File: src/rtl/prog_loader.sv
// prog_loader: loads a length/data/checksum framed byte stream into program memory, holding the CPU in reset until the image verifies
module prog_loader #(
  parameter int ADDR_W = 12,
  parameter logic [ADDR_W-1:0] BASE_ADDR = '0,
  parameter int MAX_LEN = 4095
) (
  input  logic              clk,
  input  logic              reset,
  input  logic              start,
  input  logic [7:0]        byte_in,
  input  logic              byte_valid,
  output logic              byte_ready,
  output logic              mem_we,
  output logic [ADDR_W-1:0] mem_addr,
  output logic [7:0]        mem_wdata,
  output logic              cpu_hold,
  output logic              done,
  output logic              error,
  output logic [ADDR_W-1:0] byte_count
);
  typedef enum logic [2:0] {IDLE, LEN_HI, LEN_LO, DATA, CSUM, DONE, ERR} state_t;
  state_t state;
  logic [11:0] len;
  logic [7:0] acc;
  logic xfer;
  logic too_long;
  logic last_data;
  logic [11:0] full_len;
  logic [ADDR_W-1:0] next_count;
  assign xfer = byte_valid & byte_ready;
  assign full_len = {len[11:8], byte_in};
  assign too_long = int'(full_len) > MAX_LEN;
  assign next_count = byte_count + ADDR_W'(1);
  assign last_data = int'(next_count) == int'(len);
  always_ff @(posedge clk) begin
    if (reset) begin
      state <= IDLE;
      byte_ready <= 1'b0;
      mem_we <= 1'b0;
      mem_addr <= BASE_ADDR;
      mem_wdata <= '0;
      cpu_hold <= 1'b0;
      done <= 1'b0;
      error <= 1'b0;
      byte_count <= '0;
      acc <= '0;
      len <= '0;
    end else begin
      mem_we <= 1'b0;
      case (state)
        IDLE, DONE, ERR: if (start) begin
          state <= LEN_HI;
          byte_ready <= 1'b1;
          cpu_hold <= 1'b1;
          done <= 1'b0;
          error <= 1'b0;
          byte_count <= '0;
          acc <= '0;
          mem_addr <= BASE_ADDR;
        end
        LEN_HI: if (xfer) begin
          if (|byte_in[7:4]) begin
            state <= ERR;
            byte_ready <= 1'b0;
            error <= 1'b1;
          end else begin
            len[11:8] <= byte_in[3:0];
            state <= LEN_LO;
          end
        end
        LEN_LO: if (xfer) begin
          len[7:0] <= byte_in;
          if (full_len == '0) state <= CSUM;
          else if (too_long) begin
            state <= ERR;
            byte_ready <= 1'b0;
            error <= 1'b1;
          end else state <= DATA;
        end
        DATA: if (xfer) begin
          mem_we <= 1'b1;
          mem_wdata <= byte_in;
          mem_addr <= BASE_ADDR + byte_count;
          byte_count <= next_count;
          acc <= acc + byte_in;
          state <= last_data ? CSUM : DATA;
        end
        CSUM: if (xfer) begin
          byte_ready <= 1'b0;
          if (byte_in == acc) begin
            state <= DONE;
            done <= 1'b1;
            cpu_hold <= 1'b0;
          end else begin
            state <= ERR;
            error <= 1'b1;
          end
        end
        default: state <= IDLE;
      endcase
    end
  end
endmodule

File: config.mk
export PLATFORM = sky130hd
export DESIGN_NAME = prog_loader
export DESIGN_NICKNAME = d
export VERILOG_FILES = /design/src/rtl/prog_loader.sv
export SDC_FILE = /design/constraint.sdc
export NUM_CORES = 1
export LEC_CHECK = 0
export BUFFER_PORTS_ARGS = -buffer_cell sky130_fd_sc_hd__buf_2
export CORE_UTILIZATION = 40
export CTS_CLUSTER_SIZE = 16
export DETAILED_ROUTE_END_ITERATION = 8
export GPL_ROUTABILITY_DRIVEN = 0
export HOLD_SLACK_MARGIN = 0.02
export SETUP_SLACK_MARGIN = 0.4
export SYNTH_ARGS = -nofsm -noshare
export SYNTH_HDL_FRONTEND = slang
export SYNTH_SLANG_ARGS = --single-unit
File: constraint.sdc
create_clock -name clk -period 2.5 [get_ports clk]
set_input_delay 0.375 -clock clk [delete_from_list [all_inputs] [get_ports clk]]
set_output_delay 0.375 -clock clk [all_outputs]
set_load 0.005 [all_outputs]
==> run summary, run 1 <==
========================================================================================================
Kind of launch point of the worst setup path                                                    register
Vias per Instance                                                                                   5.37
Total iterations of the first detailed-routing run                                                     4
Slowest cell on the critical path                                                                dfxtp_1
Post-synthesis instance area                                                                  3240 sq um
Number of fillers in the final layout                                                                786
Area share of fa/ha/maj cells after synthesis                                                      3.70%
Category of the worst setup path capture point                                                  register
Unique masters post-synth                                                                             54
Floorplan die width                                                                         92.0 microns
DR DRC count                                                                                           0
Final antenna diode count                                                                              0
Global-route usage over all layers                                                                 21.1%
Post-CTS clock slew at the launch and capture registers of the worst setup and hold paths        0.07 ns
CTS Buffer Depth                                                                                       2
Synthesized netlist cell count                                                                       414
Cts bufs inserted                                                                                      9
Count of port buffers added during placement                                                          48
Sequential cell area fraction in the yosys report                                                  37.0%
Number of standard-cell rows in the floorplan                                                         32
Number of antenna violations at the first check in global routing                                      0
Number of global-route vias before repair                                                           2892
Effective utilization at floorplan                                                                 41.8%
Top fanout value on the critical path                                                                  3
Critical path origin                                                                        acc[1]$_SDFFE_PP0P_
H-tree levels                                                                                          3
Gr ovfl total                                                                                          0
Number of nets at the end of the flow                                                                481
Kind of critical path                                                                         reg -> reg
CTS root buffer                                                                                 clkbuf_8
Count of final hold-check violations                                                                   0
Routed wire per std cell                                                                    14.9 microns
Detailed-routed wire length on met3                                                          250 microns
1st-iter DRT viols                                                                                   126
Fraction of the core area covered by cells at the end of the flow                                  49.6%
Area growth from synthesis to layout                                                               18.8%
First-pass GRT wire length                                                                       14.3 mm
Count of buffering cells on the critical path with inverters included                                  0
Met2 Routed Length                                                                               3.90 mm
Fraction of final layout cells with drive strength greater than 1                                  22.6%
Number of flip-flops and latches in the synthesized netlist                                           60
Final critical-path required period                                                              1.98 ns
Hold Path Origin                                                                              byte_in[6]
Compound-gate portion of the synthesized area                                                      17.9%
P per Cell Area                                                                              630 nW/um^2
Count of max-cap constraint violations                                                                 0
CP Data Required Time                                                                            2.69 ns
Unrepaired setup endpoints after global routing                                                      yes
TritonCTS clock tree                                                                                 yes
Top Ports                                                                                             49
Max incr delay on CP                                                                             0.38 ns
Syn. warnings                                                                                          0
Kind of cell with the highest combined delay on the critical path                           compound AO/OA/AOI/OAI gates
Post-Route WL                                                                                    8.46 mm
Share of async-settable or async-resettable flops after synthesis                                     0%
Post-Synthesis Mean Instance Area                                                             7.83 sq um
Area occupied by multi-input gates                                                            1930 sq um
Accumulated negative setup slack                                                                    0 ns
Fraction of synthesized area in multiplexers                                                       4.94%
Core ar.                                                                                      7770 sq um
Worst max-slew margin expressed relative to the limit                                              60.1%
Clk Latency, worst-skew pair                                                                     0.33 ns
Post-route fraction of the period consumed by the critical path                                    79.3%
Top_reg_cell synth                                                                               dfxtp_1
Net Count, Synth                                                                                     435
Cells traversed along the worst timing path                                                 ha_1 -> a21o_1 -> a21oi_2 -> o21ai_1 -> o41ai_2 -> xor2_1 -> mux2i_1 -> a21oi_1
Total of hold buffers inserted after clock tree synthesis                                              0
Result of the run                                                                           finished, final reports clean
Pin count of the biggest net entering global routing                                                  33
Vertical die dimension                                                                      92.0 microns
Main combinational cell family by area after synthesis                                      simple AND/OR/NAND/NOR gates
Clock Sinks                                                                                           60
Class of the worst hold path                                                                   in -> reg
Peak supply drop                                                                              0.000249 V
Slew Viols, Final                                                                                      0
Number of synthesized flops with an enable pin                                                         0
Basic-gate share of the synthesized area counting and, or, nand and nor cells                      24.5%
Uppermost metal layer occupied by signal nets                                                       met4
Worst hold margin                                                                               0.331 ns
Total vias in the final route                                                                       3046
Static leakage                                                                                   1.54 nW
Sequential Area                                                                               1210 sq um
Dpl hpwl                                                                                         5.78 mm
Highest attainable clock frequency                                                             0.505 GHz
Wire length the detailed router placed on met1                                                   4.18 mm
Area enclosed by the die boundary                                                             8470 sq um
Launching point of the worst reg2reg path                                                   acc[1]$_SDFFE_PP0P_
CP arrival                                                                                       2.17 ns
Final Setup Violations                                                                                 0
Number of nets with antenna violations after detailed routing                                          0
XOR/XNOR Fraction of Synth Area                                                                    6.48%
Setup clock skew after layout                                                                 0.00822 ns
Transition time of the tightest slew-check pin                                                  0.599 ns
========================================================================================================
[layout make-up]
class | instances | area share (%)
clock buffers | 15 | 4.58
clock inverters | 1 | 0.130
inverters | 6 | 0.584
multi-input cells | 316 | 50.1
flip-flops and latches | 60 | 31.3
well taps | 102 | 3.31
repair buffers | 67 | 10.0
[cells in the mapped netlist, types with 7 or more instances]
| cell type | count | area [sq um] |
|---|---|---|
| xnor2_1 | 17 | 149 |
| nor3_1 | 8 | 40.0 |
| nand2_1 | 62 | 233 |
| dfxtp_1 | 60 | 1200 |
| ha_1 | 8 | 100 |
| a21oi_1 | 50 | 250 |
| mux2i_1 | 16 | 160 |
| xor2_1 | 7 | 61.3 |
| o21ai_0 | 11 | 55.1 |
| nor2_1 | 39 | 146 |
| clkbuf_1 | 13 | 48.8 |
| nand3_1 | 29 | 145 |
| buf_2 | 12 | 60.1 |
[repair_timing]
action,4_1_cts,5_1_grt
resized for setup,4,16
buffers inserted,2,0
endpoints found under the setup margin,9,14
pin swaps,1,2
[path summary, 6_finish.rpt]
check                                                 end  slack, ns  cells past startpoint
worst max-delay path                  acc[7]$_SDFFE_PP0P_       0.52                      8
worst min-delay path            mem_wdata[6]$_SDFFE_PP0P_       0.33                      3
worst max register to register        acc[7]$_SDFFE_PP0P_       0.52                      8
worst min register to register  mem_wdata[3]$_SDFFE_PP0P_       0.45                      2
[per-layer routing]
layer | vias up | track usage [%]
met3 | 11 | 3.32
met2 | 60 | 33.3
met1 | 1430 | 28.9
li1 | 1545 | -
met5 | - | 0
met4 | 0 | 8.07
[cell families (layout without fill, tap and decap cells)]
logic type,Yosys count,count (layout)
adder cells (fa/ha/maj),9,9
AND/OR/NAND/NOR,170,170
multiplexers,16,16
buffers and inverters,38,89
XOR/XNOR,24,24
flip-flops,60,60
AO/OA/AOI/OAI,97,97
[placed cells by master, fill, tap and decap left out, drive strengths merged, types with 7 or more instances in the layout]
master	n
nand2	62
nand3	30
buf	67
nor3	8
o21ai	12
dfxtp	60
xor2	7
ha	8
mux2i	16
nor2	40
a21oi	50
xnor2	17
clkbuf	15
[power by group]
group          internal, mW  leakage, nW  switching, mW  total [mW]
Clock                 0.441       0.0937          0.368       0.809
Combinational         0.209        0.957          0.334       0.543
Sequential            0.999        0.486         0.0762        1.08
[through the flow]
| stage | area, sq um | setup slack [ns] | instances | power, mW |
|---|---|---|---|---|
| floorplan | 3240 | 0.515 | 414 | 1.46 |
| global placement | 3590 | 0.243 | 549 | 1.61 |
| detailed placement | 3590 | 0.201 | 549 | 1.62 |
| CTS | 3800 | 0.401 | 567 | 2.43 |
| global route | 3850 | 0.313 | 567 | 2.57 |
| finish | 3850 | 0.519 | 567 | 2.43 |
[state kept, by name, summed over array words and instances (netlist names)]
register,flops
len,12
mem_we,1
mem_wdata,8
acc,8
mem_addr,12
cpu_hold,1
byte_ready,1
state,3
done,1
byte_count,12
error,1
[worst reg2reg max path, cell delays in order, from the launching register on]
cell and delay, ns:
dfxtp_1 0.38, ha_1 0.26, a21o_1 0.17, a21oi_2 0.17, o21ai_1 0.12, o41ai_2 0.23
xor2_1 0.21, mux2i_1 0.20, a21oi_1 0.08
Note: power is estimated with default switching activity, not from simulation.
==> run 2: changes to the inputs <==
- clock period: 2.5 -> 1.6 ns (I/O delays scaled with it)
==> run summary, run 2 (synthesis results as in run 1) <==
========================================================================================================
Top fanout value on the critical path                                                                  2   was 3
CP arrival                                                                                       2.06 ns   was 2.17 ns
Pin count of the biggest net entering global routing                                                  34   was 33
Worst max-slew margin expressed relative to the limit                                              68.9%   was 60.1%
Unrepaired setup endpoints after global routing                                                      yes   unchanged
Post-route fraction of the period consumed by the critical path                                     115%   was 79.3%
Count of port buffers added during placement                                                          48   unchanged
Vertical die dimension                                                                      92.0 microns   unchanged
Clk Latency, worst-skew pair                                                                     0.34 ns   was 0.33 ns
Violated checks                                                                             setup timing
Max incr delay on CP                                                                             0.35 ns   was 0.38 ns
Most used cells in the layout excluding fill and tap cells                                  buf_4, buf_2, buf_6   was nand2_1, dfxtp_1, a21oi_1, buf_2, nor2_1
Slew Viols, Final                                                                                      0   unchanged
Core ar.                                                                                      7770 sq um   unchanged
Static leakage                                                                                   2.43 nW   was 1.54 nW
DR DRC count                                                                                           0   unchanged
Leading cell type in the layout, fill and taps excluded                                            buf_4   was nand2_1
Post-Route WL                                                                                    12.0 mm   was 8.46 mm
End of the worst register-to-register path                                                  acc[7]$_SDFFE_PP0P_   unchanged
Category of the worst setup path capture point                                                  register   unchanged
P per Cell Area                                                                              889 nW/um^2   was 630 nW/um^2
Kind of critical path                                                                         reg -> reg   unchanged
CP Data Required Time                                                                            1.82 ns   was 2.69 ns
Count of max-cap constraint violations                                                                 0   unchanged
Global-route usage over all layers                                                                 27.4%   was 21.1%
Launching point of the worst reg2reg path                                                   acc[1]$_SDFFE_PP0P_   unchanged
CTS root buffer                                                                                 clkbuf_8   unchanged
Peak supply drop                                                                              0.000472 V   was 0.000249 V
Effective utilization at floorplan                                                                 41.8%   unchanged
Transition time of the tightest slew-check pin                                                  0.465 ns   was 0.599 ns
Area enclosed by the die boundary                                                             8470 sq um   unchanged
Worst hold margin                                                                               0.258 ns   was 0.331 ns
Vias per Instance                                                                                   5.43   was 5.37
Count of final hold-check violations                                                                   0   unchanged
Fraction of final layout cells with drive strength greater than 1                                  59.2%   was 22.6%
Number of fillers in the final layout                                                                543   was 786
Total vias in the final route                                                                       3721   was 3046
Slowest cell on the critical path                                                                dfxtp_2   was dfxtp_1
TritonCTS clock tree                                                                                 yes   unchanged
Gr ovfl total                                                                                          0   unchanged
Final Setup Violations                                                                                13   was 0
Cts bufs inserted                                                                                      9   unchanged
Cells traversed along the worst timing path                                                 ha_4 -> a21o_1 -> a21oi_2 -> o21ai_2 -> o41ai_2 -> xor2_1 -> mux2i_1 -> a21oi_1   was ha_1 -> a21o_1 -> a21oi_2 -> o21ai_1 -> o41ai_2 -> xor2_1 -> mux2i_1 -> a21oi_1
Instance count after placement with tap cells included                                               623   was 549
Result of the run                                                                           finished with violations   was finished, final reports clean
Accumulated negative setup slack                                                                -1.52 ns   was 0 ns
Total iterations of the first detailed-routing run                                                     5   was 4
CTS Buffer Depth                                                                                       2   unchanged
Final antenna diode count                                                                              0   unchanged
Clock Sinks                                                                                           60   unchanged
Dpl hpwl                                                                                         7.08 mm   was 5.78 mm
Final standard cell count with taps included and fillers excluded                                    685   was 567
Hold worst-path end                                                                         mem_wdata[7]$_SDFFE_PP0P_   was mem_wdata[6]$_SDFFE_PP0P_
Largest registers                                                                           byte_count (12), len (12), mem_addr (12)   unchanged
Number of nets at the end of the flow                                                                599   was 481
Hold Path Origin                                                                              byte_in[7]   was byte_in[6]
Post-CTS clock slew at the launch and capture registers of the worst setup and hold paths        0.06 ns   was 0.07 ns
Setup slack on the worst flop-to-flop path                                                      -0.23 ns   was 0.52 ns
Top Ports                                                                                             49   unchanged
H-tree levels                                                                                          3   unchanged
Register-to-Register Path Depth                                                                        8   unchanged
Routed wire per std cell                                                                    17.5 microns   was 14.9 microns
Setup clock skew after layout                                                                 0.00906 ns   was 0.00822 ns
Sequential Area                                                                               1240 sq um   was 1210 sq um
Kind of launch point of the worst setup path                                                    register   unchanged
Highest attainable clock frequency                                                             0.545 GHz   was 0.505 GHz
Final critical-path required period                                                              1.83 ns   was 1.98 ns
First-pass GRT wire length                                                                       18.0 mm   was 14.3 mm
Final Worst Setup Slack                                                                        -0.234 ns   was 0.519 ns
Number of global-route vias before repair                                                           3490   was 2892
Area growth from synthesis to layout                                                               77.5%   was 18.8%
Number of nets with antenna violations after detailed routing                                          0   unchanged
Number of cells on the worst hold path                                                                 3   unchanged
Class of the worst hold path                                                                   in -> reg   unchanged
1st-iter DRT viols                                                                                   272   was 126
Area occupied by multi-input gates                                                            2570 sq um   was 1930 sq um
Number of standard-cell rows in the floorplan                                                         32   unchanged
Floorplan die width                                                                         92.0 microns   unchanged
Number of antenna violations at the first check in global routing                                      0   unchanged
========================================================================================================
[run 2: cell types whose count changed in the layout (fill, tap and decap cells not counted), sizes merged]
cell | previous run | this run
buf | 67 | 185
[run 2: repair_timing]
item | in CTS | in global routing
pin swaps | 52 | 24
setup endpoints to repair | 65 | 72
buffers inserted | 27 | 17
hold endpoints to repair | 0 | 0
hold buffers | 0 | 0
gates cloned | 2 | 0
resized for setup | 138 | 43
[run 2: layout make-up]
cell class	instances	area share, %
clock buffers	15	3.06
clock inverters	1	0.0869
inverters	6	0.391
multi-input cells	316	44.7
flip-flops and latches	60	21.6
well taps	102	2.22
repair buffers	185	28.0
[run 2: how the worst max path moves through the flow]
stage,end,depth (start not counted),from,slack [ns]
3_3_place_gp,done$_SDFFE_PP0P_,9,byte_in[4],-0.36
4_1_cts,acc[7]$_SDFFE_PP0P_,8,acc[1]$_SDFFE_PP0P_,-0.24
5_1_grt,acc[7]$_SDFFE_PP0P_,8,acc[1]$_SDFFE_PP0P_,-0.36
6_report,acc[7]$_SDFFE_PP0P_,8,acc[1]$_SDFFE_PP0P_,-0.23
3_5_place_dp,done$_SDFFE_PP0P_,9,byte_in[3],-0.34
2_1_floorplan,acc[7]$_SDFFE_PP0P_,8,acc[1]$_SDFFE_PP0P_,-0.17
[run 2: critical path: cells and delay by family, from the launching register on]
kind | cells | cell delay, ns
flip-flops | 1 | 0.35
AO/OA/AOI/OAI | 5 | 0.75
adder cells (fa/ha/maj) | 1 | 0.20
XOR/XNOR | 1 | 0.22
multiplexers | 1 | 0.21
[run 2: routing by layer]
metal / GRT usage, % / up-vias / part of all wire [%]
met4: 9.24 / 0 / 2.3
li1: - / 1793 / -
met5: 0 / - / 0
met2: 44.0 / 111 / 48
met3: 3.48 / 24 / 4.5
met1: 37.8 / 1793 / 45
[run 2: power by group]
group	switching, mW	internal (mW)	total (mW)
Clock	0.572	0.689	1.26
Sequential	0.0908	1.57	1.66
Combinational	1.05	1.15	2.20
Total	1.72	3.40	5.12
[run 2: stage by stage]
stage               power (mW)  worst slack [ns]  util (%)  area, sq um
floorplan                 2.51            -0.167         -         3630
global placement          2.94            -0.364      57.5         4470
detailed placement        2.95            -0.343      57.5         4470
CTS                       4.85            -0.237      70.3         5460
global route              5.34            -0.360      74.1         5760
finish                    5.12            -0.234      74.1         5760
